==> src/rtl/add_share_arbiter.sv <==
// Round-robin arbiter that time-shares one external adder between requesters.
// Operands and result are registered; one op in flight at a time.
module add_share_arbiter #(
  parameter int NUM_REQ = 2,
  parameter int WIDTH   = 32,
  parameter int IDW     = 3
) (
  input  logic                     clk,
  input  logic                     rst_n,
  input  logic [NUM_REQ-1:0]       req_valid,
  output logic [NUM_REQ-1:0]       req_ready,
  input  logic [NUM_REQ*WIDTH-1:0] req_a,
  input  logic [NUM_REQ*WIDTH-1:0] req_b,
  output logic [WIDTH-1:0]         add_a,
  output logic [WIDTH-1:0]         add_b,
  input  logic [WIDTH-1:0]         add_sum,
  output logic [NUM_REQ-1:0]       rsp_valid,
  input  logic [NUM_REQ-1:0]       rsp_ready,
  output logic [WIDTH-1:0]         rsp_sum,
  output logic [IDW-1:0]           rsp_id,
  output logic                     busy
);

  typedef enum logic [1:0] {
    IDLE,
    CALC,
    RESP
  } state_t;

  state_t               state_q;
  state_t               state_d;
  logic [IDW-1:0]       rr_ptr;
  logic [IDW-1:0]       gnt;
  logic [NUM_REQ-1:0]   gnt_oh;
  logic                 found;
  logic [WIDTH-1:0]     sel_a;
  logic [WIDTH-1:0]     sel_b;
  logic [NUM_REQ-1:0]   rsp_oh;
  logic                 accept;
  logic [IDW-1:0]       ptr_nxt;

  // two passes: indices at/above rr_ptr first, then the wrapped ones
  always_comb begin
    found  = 1'b0;
    gnt    = '0;
    gnt_oh = '0;
    for (int i = 0; i < NUM_REQ; i++) begin
      if (!found && req_valid[i] && IDW'(i) >= rr_ptr) begin
        found     = 1'b1;
        gnt       = IDW'(i);
        gnt_oh[i] = 1'b1;
      end
    end
    for (int i = 0; i < NUM_REQ; i++) begin
      if (!found && req_valid[i] && IDW'(i) < rr_ptr) begin
        found     = 1'b1;
        gnt       = IDW'(i);
        gnt_oh[i] = 1'b1;
      end
    end
  end

  always_comb begin
    sel_a  = '0;
    sel_b  = '0;
    rsp_oh = '0;
    for (int i = 0; i < NUM_REQ; i++) begin
      if (gnt == IDW'(i)) begin
        sel_a = req_a[i*WIDTH +: WIDTH];
        sel_b = req_b[i*WIDTH +: WIDTH];
      end
      if (rsp_id == IDW'(i)) begin
        rsp_oh[i] = 1'b1;
      end
    end
  end

  // rsp_valid is one-hot on the owner, so this ignores other ready bits
  assign accept  = (state_q == RESP) && |(rsp_ready & rsp_valid);
  assign ptr_nxt = (rsp_id == IDW'(NUM_REQ-1)) ? '0 : rsp_id + IDW'(1);
  assign busy    = (state_q != IDLE);

  always_comb begin
    state_d   = state_q;
    req_ready = '0;
    unique case (state_q)
      IDLE: begin
        req_ready = rst_n ? gnt_oh : '0;
        if (found) state_d = CALC;
      end
      CALC: state_d = RESP;
      RESP: if (accept) state_d = IDLE;
      default: state_d = IDLE;
    endcase
  end

  always_ff @(posedge clk) begin
    if (!rst_n) state_q <= IDLE;
    else        state_q <= state_d;
  end

  always_ff @(posedge clk) begin
    if (!rst_n) begin
      rr_ptr    <= '0;
      add_a     <= '0;
      add_b     <= '0;
      rsp_id    <= '0;
      rsp_sum   <= '0;
      rsp_valid <= '0;
    end else begin
      unique case (state_q)
        IDLE: begin
          if (found) begin
            add_a  <= sel_a;
            add_b  <= sel_b;
            rsp_id <= gnt;
          end
        end
        CALC: begin
          rsp_sum   <= add_sum;
          rsp_valid <= rsp_oh;
        end
        RESP: begin
          if (accept) begin
            rsp_valid <= '0;
            rr_ptr    <= ptr_nxt;
          end
        end
        default: ;
      endcase
    end
  end

endmodule

==> config.mk <==
export PLATFORM = sky130hd
export DESIGN_NAME = add_share_arbiter
export DESIGN_NICKNAME = d
export VERILOG_FILES = /design/src/rtl/add_share_arbiter.sv
export SDC_FILE = /design/constraint.sdc
export NUM_CORES = 1
export LEC_CHECK = 0
export CAP_MARGIN = 20
export CORE_MARGIN = 1.5
export CORE_UTILIZATION = 40
export DETAILED_ROUTE_END_ITERATION = 16
export PLACE_DENSITY = 0.94
export SETUP_SLACK_MARGIN = 0.1
export SLEW_MARGIN = 15
export SYNTH_ARGS = -nofsm -noshare
export SYNTH_HDL_FRONTEND = slang
export SYNTH_SLANG_ARGS = --single-unit
export TNS_END_PERCENT = 20
==> constraint.sdc <==
create_clock -name clk -period 2.08 [get_ports clk]
set_clock_uncertainty 0.2 [all_clocks]
set_input_delay 0.416 -clock clk [delete_from_list [all_inputs] [get_ports clk]]
set_output_delay 0.416 -clock clk [all_outputs]
set_load 0.01 [all_outputs]
==> impl_metrics.tcl <==
set metrics [dict create \
    first_pass_iters 4 \
    synth_area_leaders "dfxtp_1 (40%), o311a_1 (13%), a21boi_0 (12%)" \
    grt_max_degree 126 \
    fmax_mhz 515.2 \
    final_common_cell "clkdlybuf4s50_1" \
    cp_data_required_time_ps 1460 \
    p_switching_uw 1611 \
    status "completed" \
    p_per_area_nw_per_um2 718.6 \
    cp-end-kind "output pin" \
    yosys.area.top_type "dfxtp_1" \
    cpPeakStageDelay_ps 570 \
    syn_to_final_growth_pct 61.46 \
    grt_setup_unrepaired "yes" \
    crit_family "buffers and inverters" \
    p_leak_uw 0.003377 \
    avgSynthCellArea_um2 9.127 \
    synth_area_um2 5075 \
    synth_top_flop_cell "dfxtp_1" \
    fin_area_um2 8194 \
    synth-seq-area-share_pct 40.24 \
    overflow 0 \
    combPwrFrac_pct 30.3 \
    seqPwrFrac_pct 38.8 \
    finalNetCount 951 \
    io_pins 270 \
    layout_min_cycle_time_ps 1941 \
    cts.sinks 102 \
    diodes 0 \
    async_flop_share_pct 0 \
    die_h_um 115.6 \
    track_usage_pct 23.77 \
    drt_wl_total_um 16320 \
    postCtsSetupRepairBufs 0 \
    hpwl_um 11190 \
    gp_congestion 0.7862 \
    drtIter0Drc 398 \
    wire_per_inst_um 17.04 \
    portBuffers 267 \
    synthDistinctLibCells 29 \
    slew_viol_final 0 \
    setup.worst_path.start_class "register" \
    cp_cell_sequence "clkdlybuf4s50_1" \
    ant_nets 0 \
    cap_violations 0 \
    critical_path_buf_inv_count 1 \
    tritoncts "built" \
    nFillCells 960 \
    power_uw 5888 \
    drive_gt1_share_pct 5.823 \
    placementRows 40 \
    cts-buffers-inserted 9 \
    worstPathMaxFanout 4 \
    cts_max_path_buffers 2 \
    mostFrequentLayoutCells "clkdlybuf4s50_1 (260), dfxtp_1 (102), a21boi_0 (79), nand2_1 (68)" \
    die_area_um2 13370 \
    setup_viol 0 \
    switching_share_pct 27.36 \
    die_w_um 115.6 \
    slowest_stage "clkdlybuf4s50_1" \
    synth_edf_count 0 \
    ys_ff_latch 102 \
    hold_viol_final 0 \
    htreeDepth 3 \
    grt_pass1_vias 5023 \
    root_buffer "clkbuf_16" \
    yosys_warnings 0 \
    period_share_pct 93.32 \
    min_path_type "input pin to register" \
    vdd_drop_max_v 0.0004435 \
    critical_path_class "register to output pin" \
    grt_first_pass_wirelength_um 25060 \
    post_drt_via_cell_ratio 5.414 \
    synth_top_area_share_pct 40.24 \
    clkPwrFrac_pct 30.9 \
    netlist_instances 556 \
    crit_arrival_ps 1330 \
    coreArea_um2 12210 \
    start_util_pct 41.56 \
    clk_latency_ps 350 \
    vias 5187 \
    drcViolationCount 0 \
    intPower_uw 4277 \
    antenna_found_initial 0 \
    place_area_um2 7873 \
    path_clk_slew_ps 70 \
]
==> power by group through the flow <==
stage	Sequential (µW)	Combinational, µW	Clock, µW
finish	2280	1790	1820
global route	2310	1930	1940
CTS	2290	1800	1860
detailed placement	2330	1790	0
global placement	2310	1770	0
floorplan	2420	745	0
==> sequential cells by signal, indices dropped and copies added (netlist names) <==
signal / cells
rsp_valid: 2
rr_ptr: 1
rsp_id: 1
add_a: 32
state_q: 2
add_b: 32
rsp_sum: 32
==> layer usage <==
metal	track usage (%)	wire length, µm	up-vias
met5	0	0	-
met4	10.16	407	0
met2	41.07	8052	241
met3	7.374	1542	30
met1	27.22	6319	2407
li1	-	-	2509
==> area by class of cell <==
| cell class | count | area [µm²] | share of cell area, % |
|---|---|---|---|
| clock buffers | 10 | 229.0 | 2.794 |
| multi-input cells | 381 | 2680 | 32.71 |
| inverters | 4 | 15.01 | 0.1832 |
| clock inverters | 6 | 93.84 | 1.145 |
| repair buffers | 287 | 2924 | 35.68 |
| flip-flops and latches | 102 | 2042 | 24.92 |
| well taps | 168 | 210.2 | 2.565 |
==> repair_timing <==
item	4_1_cts	5_1_grt
hold buffers	0	0
pin swaps	0	0
resized for setup	9	2
setup endpoints to repair	3	3
==> cells by family (layout without fill, tap and decap cells) <==
kind of cell / after synthesis / after routing / synth area share (%)
AOI/OAI and AO/OA: 232 / 232 / 37.50
other: 1 / 2 / 0.07389
and+or+nand+nor: 146 / 146 / 14.47
DFF: 102 / 102 / 40.24
buffers and inverters: 74 / 307 / 7.520
muxes: 1 / 1 / 0.1972
==> through the flow <==
step                      setup TNS [ps]  instances  worst slack, ps  hold WS [ps]  utilization [%]
after detailed placement           -8591        942           -318.7         245.5            64.47
after floorplan                        0        557            230.2         243.3                -
final                                  0        958            138.8         212.8            67.10
after global placement             -5703        942           -315.0         239.7            64.47
after CTS                              0        958            87.76         196.8            67.06
after global routing                   0        958            75.70         240.4            67.10
==> path summary, 6_finish.rpt <==
kind	startpoint	end	slack (ps)	depth (start not counted)
max	rsp_valid[0]$_SDFFE_PN0P_	rsp_valid[0]	140	1
min	rst_n	state_q[0]$_SDFFE_PN0P_	210	3
max reg2reg	rr_ptr[0]$_SDFFE_PN0P_	add_a[7]$_SDFFE_PN0P_	340	5
min reg2reg	rsp_sum[29]$_SDFFE_PN0P_	rsp_sum[29]$_SDFFE_PN0P_	250	2
==> cells in the mapped netlist (2+ instances only) <==
| cell | number |
|---|---|
| nor3_1 | 3 |
| buf_4 | 4 |
| nand2_1 | 68 |
| buf_6 | 7 |
| dfxtp_1 | 102 |
| nor2_1 | 5 |
| clkbuf_1 | 30 |
| o221ai_1 | 2 |
| a21boi_1 | 19 |
| buf_2 | 25 |
| inv_1 | 3 |
| clkbuf_2 | 4 |
| and3_1 | 64 |
| o21bai_1 | 64 |
| o311a_1 | 64 |
| a21boi_0 | 79 |
No activity file was read; power rests on OpenSTA's default activity.
